<file path="src/rtl/mem_arbiter.sv">
// Two-port (IF / LS) arbiter and sequencer for a single-ported memory.
// One transaction in flight, bounded LS-over-IF starvation, per-transaction timeout.
module mem_arbiter #(
    parameter int XLEN          = 64,
    parameter int TIMEOUT       = 16,
    parameter int MAX_LS_STREAK = 4
) (
    input  logic            clk,
    input  logic            rst,
    input  logic            if_req_valid,
    input  logic [XLEN-1:0] if_req_addr,
    output logic            if_req_ready,
    output logic            if_resp_valid,
    input  logic            ls_req_valid,
    input  logic            ls_req_rw,
    input  logic [XLEN-1:0] ls_req_addr,
    input  logic [XLEN-1:0] ls_req_wdata,
    output logic            ls_req_ready,
    output logic            ls_resp_valid,
    output logic [XLEN-1:0] resp_rdata,
    output logic            resp_err,
    output logic            mem_valid,
    output logic            mem_rw,
    output logic [XLEN-1:0] mem_addr,
    output logic [XLEN-1:0] mem_wdata,
    input  logic            mem_ack,
    input  logic [XLEN-1:0] mem_rdata,
    output logic [1:0]      fsm_state
);
    // Handshake: a request is held until its one-cycle ready pulse; mem_valid
    // is held with stable mem_* until mem_ack; each accepted request gets
    // exactly one one-cycle resp_valid on its own port.
    typedef enum logic [1:0] {
        IDLE = 2'd0,
        BUSY = 2'd1,
        RESP = 2'd2
    } state_t;

    localparam int TW = $clog2(TIMEOUT);
    localparam int SW = $clog2(MAX_LS_STREAK + 1);
    localparam logic [TW-1:0] TMO_LAST   = TW'(TIMEOUT - 1);
    localparam logic [SW-1:0] STREAK_MAX = SW'(MAX_LS_STREAK);

    state_t        state;
    logic [TW-1:0] tmo_cnt;
    logic [SW-1:0] streak;
    logic          gnt_ls;
    logic          pick_ls;

    // LS wins ties until it has starved a waiting IF MAX_LS_STREAK times in a row.
    assign pick_ls   = ls_req_valid && !(if_req_valid && (streak == STREAK_MAX));
    assign fsm_state = state;

    always_ff @(posedge clk) begin
        if (rst) begin
            state         <= IDLE;
            tmo_cnt       <= '0;
            streak        <= '0;
            gnt_ls        <= 1'b0;
            if_req_ready  <= 1'b0;
            ls_req_ready  <= 1'b0;
            if_resp_valid <= 1'b0;
            ls_resp_valid <= 1'b0;
            resp_rdata    <= '0;
            resp_err      <= 1'b0;
            mem_valid     <= 1'b0;
            mem_rw        <= 1'b0;
            mem_addr      <= '0;
            mem_wdata     <= '0;
        end else begin
            if_req_ready  <= 1'b0;
            ls_req_ready  <= 1'b0;
            if_resp_valid <= 1'b0;
            ls_resp_valid <= 1'b0;
            case (state)
                IDLE: begin
                    if (if_req_valid || ls_req_valid) begin
                        gnt_ls    <= pick_ls;
                        tmo_cnt   <= '0;
                        mem_valid <= 1'b1;
                        state     <= BUSY;
                        if (pick_ls) begin
                            mem_rw       <= ls_req_rw;
                            mem_addr     <= ls_req_addr;
                            mem_wdata    <= ls_req_wdata;
                            ls_req_ready <= 1'b1;
                            if (!if_req_valid)
                                streak <= '0;
                            else if (streak != STREAK_MAX)
                                streak <= streak + SW'(1);
                        end else begin
                            mem_rw       <= 1'b0;
                            mem_addr     <= if_req_addr;
                            mem_wdata    <= '0;
                            if_req_ready <= 1'b1;
                            streak       <= '0;
                        end
                    end
                end
                BUSY: begin
                    // Ack takes priority over a timeout landing in the same cycle.
                    if (mem_ack) begin
                        resp_rdata    <= mem_rdata;
                        resp_err      <= 1'b0;
                        mem_valid     <= 1'b0;
                        if_resp_valid <= !gnt_ls;
                        ls_resp_valid <= gnt_ls;
                        state         <= RESP;
                    end else if (tmo_cnt == TMO_LAST) begin
                        resp_rdata    <= '0;
                        resp_err      <= 1'b1;
                        mem_valid     <= 1'b0;
                        if_resp_valid <= !gnt_ls;
                        ls_resp_valid <= gnt_ls;
                        state         <= RESP;
                    end else begin
                        tmo_cnt <= tmo_cnt + TW'(1);
                    end
                end
                RESP: begin
                    state <= IDLE;
                end
                default: begin
                    state <= IDLE;
                end
            endcase
        end
    end
endmodule

</file>
<file path="config.mk">
export PLATFORM = sky130hd
export DESIGN_NAME = mem_arbiter
export DESIGN_NICKNAME = d
export VERILOG_FILES = /design/src/rtl/mem_arbiter.sv
export SDC_FILE = /design/constraint.sdc
export NUM_CORES = 1
export LEC_CHECK = 0
export BUFFER_PORTS_ARGS = -buffer_cell sky130_fd_sc_hd__buf_2
export CORE_AREA = 3 3 180 182
export DETAILED_ROUTE_END_ITERATION = 7
export DIE_AREA = 0 0 183 185
export PLACE_DENSITY = 0.6
export SKIP_LAST_GASP = 1
export SYNTH_ARGS = -nofsm -noshare
export SYNTH_HDL_FRONTEND = slang
export SYNTH_SLANG_ARGS = --single-unit
</file>
<file path="constraint.sdc">
create_clock -name clk -period 2.1 [get_ports clk]
set_input_delay 0.21 -clock clk [delete_from_list [all_inputs] [get_ports clk]]
set_output_delay 0.21 -clock clk [all_outputs]
set_load 0.05 [all_outputs]
</file>
== After elaboration in Yosys (flattened, before gate mapping) ==
Index checks and enable logic that the tools add are counted.
Widths: inputs -> output; s select.

* Logic and storage cells: 72
* Bits in registers: 209

* Add/sub/neg operators: 2
* Equality and inequality tests: 9
* Bitwise gates (word level): 3
* Reductions and logical operators: 16
* Mux-type cells: 28

{| class="wikitable"
|+ Operators with widths
! operator !! count
|-
| $mux 64 || 4
|-
| $mux 1 || 12
|-
| $mux 4 || 3
|-
| $mux 3 || 3
|-
| $pmux 4 s2 || 1
|-
| $mux 2 || 3
|-
| $ne 2x2->1 const B || 3
|-
| $ne 3x3->1 const B || 2
|-
| $reduce_and 2->1 || 3
|-
| $reduce_and 3->1 || 2
|-
| $add 4x1->4 const B || 1
|-
| $eq 4x4->1 const B || 1
|-
| $pmux 2 s2 || 1
|-
| $reduce_and 4->1 || 1
|-
| $reduce_bool 2->1 || 2
|-
| $add 3x1->3 const B || 1
|-
| $eq 3x3->1 const B || 1
|-
| $ne 3x2->1 const B || 1
|-
| $not 1->1 || 3
|-
| $reduce_or 3->1 || 1
|-
| $eq 2x1->1 const B || 1
|-
| $logic_and 1x1->1 || 2
|-
| $logic_not 1->1 || 2
|-
| $logic_not 2->1 || 1
|-
| 3 further kinds || 3
|}

== Longest topological paths before layout ==
* Depth after elaboration: 6
* Mapped depth: 9
* Depth with buffers taken out: 6

== Worst setup path after synthesis ==
Ideal clock, no wire load.

* Path type: reg2reg
* Start point: register state[0], in the netlist fsm_state[0]
* End point: register resp_rdata[0]
* Period minus slack after synthesis: 1.727 ns
* Arrival: 1.667 ns
* Path slack: 0.373 ns
* Stages on the path, launching flop included: 6
* Path through: dfxtp_1 > nand2b_1 > nor3b_1 > clkbuf_2 > buf_1 > a22o_1

* Word-level cells in the longest chain between the ends: 2

{| class="wikitable"
|+ RTL lines
! element !! RTL line !! source
|-
| from (decl) || 44 || <nowiki>state_t state;</nowiki>
|-
| from (signal assigned) || 56 || <nowiki>state <= IDLE;</nowiki>
|-
| from (signal assigned) || 81 || <nowiki>state <= BUSY;</nowiki>
|-
| from (signal assigned) || 108 || <nowiki>state <= RESP;</nowiki>
|-
| $eq 2x1->1 || 75 || <nowiki>case (state)</nowiki>
|-
| $reduce_and 2->1 (no source line) || -- ||
|-
| to (signal assigned) || 103 || <nowiki>resp_rdata <= mem_rdata;</nowiki>
|-
| to (decl) || 20 || <nowiki>output logic [XLEN-1:0] resp_rdata,</nowiki>
|}

No other way between the ends.
A chain may end at the register's enable or synchronous reset.

== Final worst setup path ==
* Start point: register streak[0]
* End point: register streak[2]

* Word-level cells in the longest chain between the ends: 6
* Elaborated cells between the ends (all ways): 11
* Those cells by class: 1 x add/sub; 3 x eq/ne; 3 x mux; 4 x reduce/logical

{| class="wikitable"
|+ RTL lines
! element !! RTL line !! source
|-
| from (decl) || 46 || <nowiki>logic [SW-1:0] streak;</nowiki>
|-
| from (signal assigned) || 90 || <nowiki>streak <= streak + SW'(1);</nowiki>
|-
| $eq 3x3->1 || 51 || <nowiki>assign pick_ls = ls_req_valid && !(if_req_valid && (streak == STREAK_MAX));</nowiki>
|-
| $logic_and 1x1->1 || 51 ||
|-
| $logic_not 1->1 || 51 ||
|-
| $logic_and 1x1->1 || 51 ||
|-
| $ne 3x2->1 (no source line) || -- ||
|-
| $reduce_and 3->1 (no source line) || -- ||
|}

Parallel ways exist; a longest one is shown, timed or not. The select of a mux whose other input is x is not followed.

==> results.md <==
- Worst-case reg-to-reg path depth: 5
- CP arrival: 2.22 ns
- Hpwl dp: 19540 um
- HP Class: in -> reg
- Cell Area, Synth: 0.007749 mm2
- GR Overflow Total: 0
- 1st-pass router iterations: 4
- Skew-Pair Late Insertion Delay: 0.52 ns
- Slowest-stage cell, CP: a2111oi_0
- Skew final: 0.01075 ns
- Critical R2R Launch: streak[0]
- Syn nets: 1137
- Area contributors post-synth: dfxtp_1, nor3_1, a22o_1, nor4_1, a21oi_1
- Critical path class: reg -> reg
- WP data required: 2.55 ns
- Crit path launch type: flop
- Pwr Total: 11.06 mW
- DRC viols: 0
- Io pins: 463
- Num CTS Buffers: 24
- Crit path cell chain: inv_1, ha_1, a2111oi_0, nand3b_1, a21oi_1
- Final setup fails: 0
- Seq cells post-synth: 209
- Vias in the first global route: 8676
- CTS tree: yes
- First-pass GRT wire length: 45830 um
- Final min period: 1.768 ns
- Initial Util: 0.2520
- Die area: 0.03386 mm2
- RSZ-0062 raised after global routing: false
- Post-route insts no fill: 1832
- Multi-input logic area: 0.003124 mm2
- Max incr delay on CP: 0.77 ns
- Gr usage total: 0.1636
- CP Capture Type: flop
- Yosys synthesis warning count: 0
- RePlAce Congestion: 0.7917
- Sink Count: 209
- R2R Path End: streak[2]
- Fillcell total: 3046
- Root buffer cell: clkbuf_16
- PD cells: 887.5 mW/mm2
- Hold path start: ls_req_addr[24]
- Register area: 0.004184 mm2
- Leak pwr: 5.730 nW
- Drt via density: 4.805
- Critical-path maximum fanout: 3
- Relative slew slack: 0.4419
- Largest net degree at the start of global routing: 75
- Syn_area_per_cell: 8.886 um2
- WHS Path Cells: 3
- Clk buf depth: 3
- ANT nets after route: 0
- Final WL: 30210 um
- Final Cycle Share: 0.8420
- Antenna diodes: 0
- Commonest non-fill, non-tap cell in the layout: buf_2
- Hold Fails Final Rpt: 0
- Clock-pin transition on the worst setup and hold timing paths: 0.06 ns
- Setup TNS: 0 ns
- Status: finished clean
- Peak VDD IR: 534.4 uV
- # Max-Cap Violations: 0
- Nets: 1687
- Area grow syn2layout: 60.88%
- Initial antenna violation count: 0
- Placement Rows: 64
- Worst-margin pin slew: 0.8160 ns
- Initial DRC Count: 441
- CORE AREA: 0.03075 mm2
- DR WL/cell: 16.49 um
- Vias: 8803
- Final Max Slew Viols: 0
- Port-buffer cells: 462
- Yosys top cell area share: 0.5400
- H-tree depth: 1
- Die extent in y: 185 um
- Hold Crit Endpoint: mem_addr[24]
- Synth unique cells: 38
- Gate Count Post-Synth: 872
- Largest area contributor in the netlist: dfxtp_1
- Fmax: 0.5655 GHz
- Placed cell count: 1662
- Die W: 183 um
- CTS resizes: 0
- Sequential area share after synthesis: 0.5400
- Commonest non-fill, non-tap cells in the layout: buf_2, dfxtp_1, nor3_1
- R2R Setup Slk: 0.33 ns
- Layout cell share with drive strength beyond 1: 0.3656
## metal layers
layer	global-route usage	share of wire	wire length, um	vias up
met5	0	0	0	-
met4	0.06399	0.040	1218	0
met3	0.04654	0.082	2472	74
met2	0.2872	0.49	14760	409
met1	0.1890	0.39	11760	4085
li1	-	-	-	4235
## stage by stage
step / cell area, um2 / setup WS, ns / hold slack (ns) / util
3_5_place_dp: 10410 / 0.2990 / 0.4239 / 0.3387
4_1_cts: 12470 / 0.3346 / 0.02498 / 0.4054
5_1_grt: 12470 / 0.1423 / 0.04171 / 0.4054
2_1_floorplan: 7749 / 0.3725 / 0.3056 / -
6_report: 12470 / 0.3317 / 0.05114 / 0.4054
3_3_place_gp: 10410 / 0.4003 / 0.4199 / 0.3387
## layout make-up
type / instances / area share
Timing Repair Buffer: 612 / 0.3132
Sequential cell: 209 / 0.3356
Multi-Input combinational cell: 573 / 0.2506
Tap cell: 396 / 0.03975
Inverter: 2 / 0.0006022
Clock inverter: 4 / 0.002810
Clock buffer: 36 / 0.05741
## report_power, final
part           switching, mW  internal [mW]  total, mW
clock                   1.64           2.34       3.97
combinational           1.85          0.846       2.69
sequential             0.145           4.25       4.40
## worst max-delay path: cells and delay by family (launching register included)
kind | cells | cell delay (ns)
fa+ha+maj | 1 | 0.23
buf+inv | 1 | 0.07
compound gates | 2 | 0.93
flops | 1 | 0.33
simple gates | 1 | 0.14
## cells in the mapped netlist (all sizes together)
library cell,n
nand2,71
o21a,1
a211oi,1
inv,2
nor4,64
nand3,68
dfxtp,209
nand2b,3
and3,1
o22ai,1
nor2,75
mux2i,1
o21ai,1
nand4,1
or3,2
a22oi,1
ha,3
and2,2
a31oi,3
a2111oi,2
nand4b,1
a22o,64
o31ai,1
a21oi,69
clkbuf,34
nand3b,1
nor3b,1
and2b,1
buf,54
nor3,133
a21boi,1
## state kept, by name (all words and copies together), names as in the netlist, 2 cells and up
signal and flops:
fsm_state 2, mem_addr 64, mem_wdata 64, resp_rdata 64, streak 3, tmo_cnt 4
## what timing repair did
item                      CTS  global route
hold buffers              130             0
setup buffers               0             0
hold endpoints to repair  130             0
## worst max-delay path by stage
stage / startpoint / to / slack [ns] / depth (start not counted)
6_report: streak[0] / streak[2] / 0.33 / 5
5_1_grt: streak[0] / mem_addr[48] / 0.14 / 7
4_1_cts: streak[0] / mem_addr[33] / 0.33 / 7
3_5_place_dp: ls_req_valid / mem_wdata[54] / 0.30 / 7
3_3_place_gp: ls_req_valid / mem_wdata[50] / 0.40 / 7
2_1_floorplan: fsm_state[0] / resp_rdata[0] / 0.37 / 5
## cell families after synthesis
family	count (synthesis)	share of synthesized area
flops	209	0.5400
mux	1	0.001292
compound gates	145	0.1292
simple gates	424	0.2645
fa+ha+maj	3	0.004845
buf+inv	90	0.06023
No activity file was read; power rests on OpenSTA's default activity.
